### config.mk
export PLATFORM = sky130hd
export DESIGN_NAME = mxv_hex_word_ctrl
export DESIGN_NICKNAME = d
export VERILOG_FILES = /design/src/rtl/mxv_pkg.sv /design/src/rtl/ascii2hex.sv /design/src/rtl/mxv_hex_word_ctrl.sv
export SDC_FILE = /design/constraint.sdc
export NUM_CORES = 1
export LEC_CHECK = 0
export CELL_PAD_IN_SITES_DETAIL_PLACEMENT = 0
export CELL_PAD_IN_SITES_GLOBAL_PLACEMENT = 1
export CORE_ASPECT_RATIO = 0.5
export CORE_MARGIN = 3
export CORE_UTILIZATION = 42
export DETAILED_ROUTE_END_ITERATION = 16
export PLACE_DENSITY = 0.81
export REMOVE_ABC_BUFFERS = 1
export SLEW_MARGIN = 20
export SYNTH_ARGS = -nofsm -noshare
export SYNTH_HDL_FRONTEND = slang
export SYNTH_HIERARCHICAL = 1
export SYNTH_SLANG_ARGS = --single-unit
### constraint.sdc
create_clock -name clk -period 5.2 [get_ports clk]
set_input_delay 1.3 -clock clk [delete_from_list [all_inputs] [get_ports clk]]
set_output_delay 1.3 -clock clk [all_outputs]
set_load 0.005 [all_outputs]
### src/rtl/mxv_pkg.sv
// mxv_pkg: shared UART/hex types and constants for the mxv receive path
package mxv_pkg;
  typedef logic [7:0] data_uart_t;
  typedef logic [4:0] data_hex_t;
  localparam data_uart_t KEY_0 = 8'h30;
  localparam data_uart_t KEY_SEP = 8'h5F;
  localparam data_hex_t HEX_SEP = 5'd30;
  typedef enum logic [1:0] {ERR_NONE, ERR_BADCHAR, ERR_OVFL, ERR_OVERRUN} err_code_t;
  typedef enum logic [1:0] {IDLE, ACCUM, HOLD, DISCARD} ctrl_state_t;
endpackage

### src/rtl/ascii2hex.sv
// ascii2hex: maps '0'-'9','A'-'F' to 0-15, '_' to HEX_SEP, anything else to 0
module ascii2hex
  import mxv_pkg::*;
(
  input  data_uart_t ascii,
  output data_hex_t  hex
);
  always_comb
    hex = (ascii >= 8'h30 && ascii <= 8'h39) ? data_hex_t'(ascii - 8'h30) :
          (ascii >= 8'h41 && ascii <= 8'h46) ? data_hex_t'(ascii - 8'h37) :
          (ascii == KEY_SEP)                 ? HEX_SEP : '0;
endmodule

### src/rtl/mxv_hex_word_ctrl.sv
// mxv_hex_word_ctrl: packs received hex digits into words and hands them to the loader
module mxv_hex_word_ctrl
  import mxv_pkg::*;
#(
  parameter int MAX_DIGITS = 2,
  parameter int CNT_W = 16,
  localparam int WORD_W = 4 * MAX_DIGITS
) (
  input  logic              clk,
  input  logic              rst,
  input  data_uart_t        rx_data,
  input  logic              rx_valid,
  output logic              rx_ready,
  output logic [WORD_W-1:0] word_data,
  output logic              word_valid,
  input  logic              word_ready,
  output logic              err,
  output err_code_t         err_code,
  output logic [CNT_W-1:0]  word_cnt
);
  data_hex_t h;
  ctrl_state_t state_q, state_d;
  logic [WORD_W-1:0] acc_q, acc_d, acc_sh, word_data_q, word_data_d;
  logic [3:0] cnt_q, cnt_d;
  logic word_valid_q, word_valid_d, err_q, err_d, is_dig, is_sep, hs;
  err_code_t err_code_q, err_code_d;
  logic [CNT_W-1:0] word_cnt_q, word_cnt_d;

  ascii2hex u_a2h (.ascii(rx_data), .hex(h));

  // invalid characters decode to 0, so a real '0' is told apart by its ASCII code
  assign is_dig = h <= 5'd15 && (h != 5'd0 || rx_data == KEY_0);
  assign is_sep = h == HEX_SEP;
  assign acc_sh = (acc_q << 4) | WORD_W'(h[3:0]);
  assign hs = word_valid_q && word_ready;

  always_comb begin
    state_d = state_q;
    acc_d = acc_q;
    cnt_d = cnt_q;
    word_data_d = word_data_q;
    word_valid_d = word_valid_q;
    word_cnt_d = word_cnt_q;
    err_code_d = ERR_NONE;
    case (state_q)
      IDLE:
        if (rx_valid && is_dig) begin
          acc_d = WORD_W'(h[3:0]);
          cnt_d = 4'd1;
          state_d = ACCUM;
        end else if (rx_valid && !is_sep) err_code_d = ERR_BADCHAR;
      ACCUM:
        if (rx_valid && is_dig && cnt_q < 4'(MAX_DIGITS)) begin
          acc_d = acc_sh;
          cnt_d = cnt_q + 4'd1;
        end else if (rx_valid && is_sep) begin
          word_data_d = acc_q;
          word_valid_d = 1'b1;
          state_d = HOLD;
        end else if (rx_valid) begin
          err_code_d = is_dig ? ERR_OVFL : ERR_BADCHAR;
          state_d = DISCARD;
        end
      HOLD: begin
        err_code_d = rx_valid ? ERR_OVERRUN : ERR_NONE;
        if (hs) begin
          word_valid_d = 1'b0;
          word_cnt_d = &word_cnt_q ? word_cnt_q : word_cnt_q + 1'b1;
          acc_d = '0;
          cnt_d = 4'd0;
          state_d = IDLE;
        end
      end
      DISCARD:
        if (rx_valid && is_sep) begin
          acc_d = '0;
          cnt_d = 4'd0;
          state_d = IDLE;
        end
    endcase
    err_d = err_code_d != ERR_NONE;
  end

  always_ff @(posedge clk)
    if (rst) begin
      state_q <= IDLE;
      acc_q <= '0;
      cnt_q <= 4'd0;
      word_data_q <= '0;
      word_valid_q <= 1'b0;
      err_q <= 1'b0;
      err_code_q <= ERR_NONE;
      word_cnt_q <= '0;
    end else begin
      state_q <= state_d;
      acc_q <= acc_d;
      cnt_q <= cnt_d;
      word_data_q <= word_data_d;
      word_valid_q <= word_valid_d;
      err_q <= err_d;
      err_code_q <= err_code_d;
      word_cnt_q <= word_cnt_d;
    end

  assign rx_ready = state_q != HOLD;
  assign word_data = word_data_q;
  assign word_valid = word_valid_q;
  assign err = err_q;
  assign err_code = err_code_q;
  assign word_cnt = word_cnt_q;
endmodule
Word-level counts from Yosys, hierarchy flattened. Index checks and enable logic that the tools add are counted.

Add/sub/neg operators: 4. Order comparisons: 6. Eq/ne operators: 14. Mux-type cells: 32. Bitwise gates (word level): 3. Reduce and logical (&&, ||, !) cells: 20.

Operators by type and width (number): $mux W8 (4); $pmux W8 S4 (1); $mux W2 (11); $add A16 B1 Y16 const B (1); $mux W4 (4); $pmux W4 S4 (1); $reduce_and A16 Y1 (1); $mux W5 (3); $ne A2 B2 Y1 const B (7); $sub A5 B5 Y5 const B (2); $eq A8 B6 Y1 const B (1); $eq A8 B7 Y1 const B (1); $ge A8 B6 Y1 const B (1); $ge A8 B7 Y1 const B (1); $le A8 B6 Y1 const B (1); $le A8 B7 Y1 const B (1); $logic_and A1 B1 Y1 (8); $or A8 B4 Y8 (1); $pmux W2 S4 (1); $reduce_and A4 Y1 (2); $pmux W2 S3 (1); $reduce_and A3 Y1 (2); $eq A5 B5 Y1 const B (1); $le A5 B4 Y1 const B (1); other kinds (14) (21).

Flip-flop bits (word level): 42. Word-level logic and storage cells: 87.

Depth between registers and ports, before layout.
Word-level depth: 13. Depth in mapped cells: 10.

Cells and area by module. Netlist, hierarchy kept.

By module, submodules not included: mxv_hex_word_ctrl (instances 1, cells an instance 218, area each 1949.4 um2, sequential area each 840.8 um2); ascii2hex (instances 1, cells an instance 26, area each 212.7 um2, sequential area each 0.0 um2).

Worst setup path before layout. Ideal clock, no wire load.

Kind: input to register. From: in rx_data[0]. To: reg acc_q[4]. Setup time: 117 ps. Arrival time: 3371 ps. Setup slack: 1712 ps. Stages: 10. Path buffers: 1. Path through: inv_1 ha_1 or3b_1 nand3_2 o31ai_1 clkbuf_1 nand2b_1 nor3b_1 nand2_1 a32o_1.

Word-level cells in the longest chain between the ends: 11. Elaborated cells on any way between the ends: 25. Those cells by class: add/sub: 2; order compare: 5; eq/ne: 6; mux: 3; reduce/logical: 9.

Ends and longest elaborated chain: start, declared (RTL line mxv_hex_word_ctrl.sv:11) `input data_uart_t rx_data,`; $ge A8 B7 Y1 (tied with other cells) (RTL line ascii2hex.sv:10) `(ascii >= 8'h41 && ascii <= 8'h46) ? data_hex_t'(ascii - 8'h37) :`; $logic_and A1 B1 Y1 or $mux W5 (tied branches) (RTL line ascii2hex.sv:10, ascii2hex.sv:11); $mux W5 (RTL line ascii2hex.sv:10); $mux W5 (*) (RTL line ascii2hex.sv:9) `hex = (ascii >= 8'h30 && ascii <= 8'h39) ? data_hex_t'(ascii - 8'h30) :`; via h[4] (RTL line mxv_hex_word_ctrl.sv:21) `data_hex_t h;`; parallel branches: the longest is 6 deep, another holds $le A5 B4 Y1; $reduce_and A4 Y1 (no line) (*); end signal, assigned (RTL line mxv_hex_word_ctrl.sv:87) `acc_q <= '0;`; end signal, assigned (RTL line mxv_hex_word_ctrl.sv:96) `acc_q <= acc_d;`; end, declared (RTL line mxv_hex_word_ctrl.sv:23) `logic [WORD_W-1:0] acc_q, acc_d, acc_sh, word_data_q, word_data_d;`.

Mark *: on every way through the listed nets, which the timed path passes. A chain may end at the register's enable or synchronous reset.

Worst setup path after layout.
From: in rx_data[1]. To: reg cnt_q[0].

Word-level cells in the longest chain between the ends: 11. Elaborated cells on any way between the ends: 25. Those cells by class: add/sub: 2; order compare: 5; eq/ne: 6; mux: 3; reduce/logical: 9.

Ends and longest elaborated chain: $ge A8 B7 Y1 (tied with other cells) (RTL line ascii2hex.sv:10); $logic_and A1 B1 Y1 or $mux W5 (tied branches) (RTL line ascii2hex.sv:10, ascii2hex.sv:11); $mux W5 (RTL line ascii2hex.sv:10); $mux W5 (*) (RTL line ascii2hex.sv:9); via h[1] (RTL line mxv_hex_word_ctrl.sv:21); parallel branches: the longest is 6 deep, another holds $le A5 B4 Y1; $reduce_and A4 Y1 (no line) (*); end signal, assigned (RTL line mxv_hex_word_ctrl.sv:97) `cnt_q <= cnt_d;`; end, declared (RTL line mxv_hex_word_ctrl.sv:24) `logic [3:0] cnt_q, cnt_d;`.

Marked as above.

==> impl_metrics.csv <==
group,metric,value,unit
status,outcome,"finished, final reports clean",
yosys,synthMuxAreaShare,0.07234,
die,dieHeight,56.74,um
power,p_total,0.6856,mW
yosys,synth_compound_gate_area_share,0.1713,
final_layout,syn_to_final_growth,28.59,%
power,leakage,1.016,nW
clock_tree,clkSlewWorstSetupHoldPaths,0.08,ns
clock_tree,post_cts_buffers,0,
final_layout,antenna_cells,0,
die,die_area,0.006097,sq mm
critical_path,worstPathRequired,5.40,ns
clock_tree,ctsHoldBuffers,0,
clock_tree,cts_tree,"yes",
routing,antenna_left,0,
place,io_buffers,40,
global_route,grt_use_total,0.1642,
final_layout,drive_gt1_frac,0.08362,
timing,fmax,0.2623,GHz
timing,fin_crit,3.813,ns
place,dp_slack,1.142,ns
yosys,synth_flop_cell,"dfxtp_1",
power,ir_drop,0.1504,mV
min_path,hold_class,"flip-flop to flip-flop",
critical_path,path_class,"primary input to flip-flop",
clock_tree,cts_buffer_depth,2,
yosys,ys_warn_count,6,
critical_path,crit_start,"rx_data[1]",
routing,wl,4.955,mm
routing,drtIter0Drc,139,
die,core_area,0.004679,sq mm
yosys,yosys_register_bits,42,
timing,finClkSkew,0.003451,ns
die,io_pins,41,
timing,relSlewSlack,0.5261,
routing,drt_pre_antenna_iters,4,
timing,slew_viol_final,0,
die,rows,17,
global_route,antenna_found_initial,0,
yosys,syn_area,0.002162,sq mm
final_layout,postLayoutCellArea,0.002780,sq mm
routing,wl_per_cell,14.04,um
yosys,synthArstFlopShare,0,
yosys,syn_area_per_cell,8.861,sq um
flow_run,cap_viol_max_count,0,
critical_path,cp.arrival,4.02,ns
critical_path,r2r-start,"state_q[1]$_SDFFE_PP0P_",
yosys,synth_seq_area_share,0.3889,
timing,grt_setup_unrepaired,"no",
timing,tightest_slew,0.7054,ns
final_layout,final_nets,303,
yosys,netlist-cell-type-count,46,
clock_tree,cts-root-buf,"clkbuf_8",
routing,drc,0,
critical_path,cp-end-kind,"flip-flop",
clock_tree,insertion_delay,0.29,ns
timing,setup_tns,0,ns
timing,hold_viol,0,
place,dp.final_hpwl,3.684,mm
timing,hold_slack,0.4898,ns
clock_tree,cts_buffers,5,
global_route,gr-total-overflow,0,
global_route,grt_pass1_wl,8.266,mm
timing,setup_viol,0,
timing,fin_ws,1.387,ns
global_route,grt_max_degree,20,
routing,via_per_inst,5.671,
power,p_per_area,246.6,mW/mm^2
clock_tree,cts.sinks,42,
yosys,yosys.area_share.adder,0.02894,
critical_path,path_max_fanout,11,
critical_path,critPathLaunchType,"primary input",
yosys,synth_xor_area_frac,0,
timing,period_share,0.7333,
yosys,yosys.area_share.simple,0.3027,
die,floorplan.initialDensity,0.4620,
place,gp_congestion,0.7810,
global_route,grt_pass1_vias,1830,
clock_tree,htree_levels,2,
min_path,hp-start,"word_valid$_SDFFE_PP0P_",
yosys,synth_top_family_by_area,"simple AND/OR/NAND/NOR gates",
clock_tree,post_cts_resized,0,
routing,num_vias,2002,
yosys,synthCells,244,
place,post_dp_cell_area,0.002643,sq mm
yosys,synth_edf_count,0,
die,die_width,107.5,um
[cell type report]
class	instances	area [sq um]
fillers	425	1899
inverters	10	37.54
multi-input cells	182	1244
well taps	66	82.58
clock inverters	3	68.82
clock buffers	5	68.82
flip-flops and latches	42	840.8
repair buffers	45	437.9
[routing by layer]
| metal | wire, um | GRT usage |
|---|---|---|
| met5 | 0 | 0 |
| met4 | 21 | 0.05216 |
| met3 | 203 | 0.03100 |
| met2 | 2420 | 0.2836 |
| met1 | 2310 | 0.2075 |
[final timing paths]
path | end | slack (ns) | cells past startpoint
hold / removal | word_valid$_SDFFE_PP0P_ | 0.49 | 2
setup reg to reg | word_cnt[15]$_SDFFE_PP0P_ | 3.06 | 4
setup / recovery | cnt_q[0]$_SDFFE_PP0P_ | 1.39 | 11
hold reg to reg | word_valid$_SDFFE_PP0P_ | 0.49 | 2
[metrics by stage]
stage,cells,utilization
floorplan,234,-
global placement,345,0.5647
detailed placement,345,0.5647
CTS,353,0.5941
global route,353,0.5941
finish,353,0.5941
[sequential cells by signal, summed over array words and instances, names as in the netlist]
register and cells:
err_code 2, err 1, cnt_q 4, acc_q 8
word_cnt 16, word_valid 1, state_q 2, word_data 8
[cell usage after synthesis (4+ instances only)]
cell / n / area, sq um
dfxtp_1: 42 / 840.8
nor2_1: 20 / 75.07
nand4_1: 17 / 106.4
nand2_1: 14 / 52.55
a21oi_1: 13 / 65.06
nand3_1: 12 / 60.06
inv_1: 10 / 37.54
mux2i_1: 10 / 100.1
and2_1: 8 / 50.05
clkbuf_1: 8 / 30.03
o31ai_1: 8 / 60.06
o21ai_0: 7 / 35.03
or4_1: 7 / 52.55
a32o_1: 5 / 50.05
ha_1: 5 / 62.56
mux2_2: 5 / 56.30
nor2b_1: 5 / 31.28
nor3_1: 5 / 25.02
nand2b_1: 4 / 25.02
[logic make-up after synthesis]
group | Yosys count
flops | 42
simple gates | 110
compound gates | 52
buf+inv | 20
mux | 15
fa+ha+maj | 5
[worst max-delay path: stages]
cell             delay, ns
clkdlybuf4s50_1       0.54
inv_1                 0.10
ha_1                  0.22
or3b_1                0.41
nand3_2               0.13
o221ai_1              0.18
nor4_1                0.41
o41ai_1               0.14
buf_4                 0.19
and2_1                0.18
o31ai_1               0.21
[power by group]
| part | switching (mW) | internal [mW] |
|---|---|---|
| combinational | 0.0277 | 0.0226 |
| clock | 0.116 | 0.192 |
| sequential | 0.00301 | 0.324 |
[cell usage in the layout (no fill, tap or decap), types with 3 or more instances in the layout]
cell type        instances
nor3b_1                  3
inv_1                   10
o31ai_1                  8
a21oi_1                 13
a32o_1                   5
clkbuf_8                 5
and2_1                   8
dfxtp_1                 42
nand3_1                 12
nand4_1                 17
and4b_1                  3
clkdlybuf4s50_1         40
mux2i_1                 10
buf_4                    5
nor3_1                   5
nand2_1                 14
ha_1                     5
mux2_2                   5
nor2_1                  20
nand2b_1                 4
o21ai_0                  7
nor2b_1                  5
or4_1                    7
Note: power is estimated with default switching activity, not from simulation.
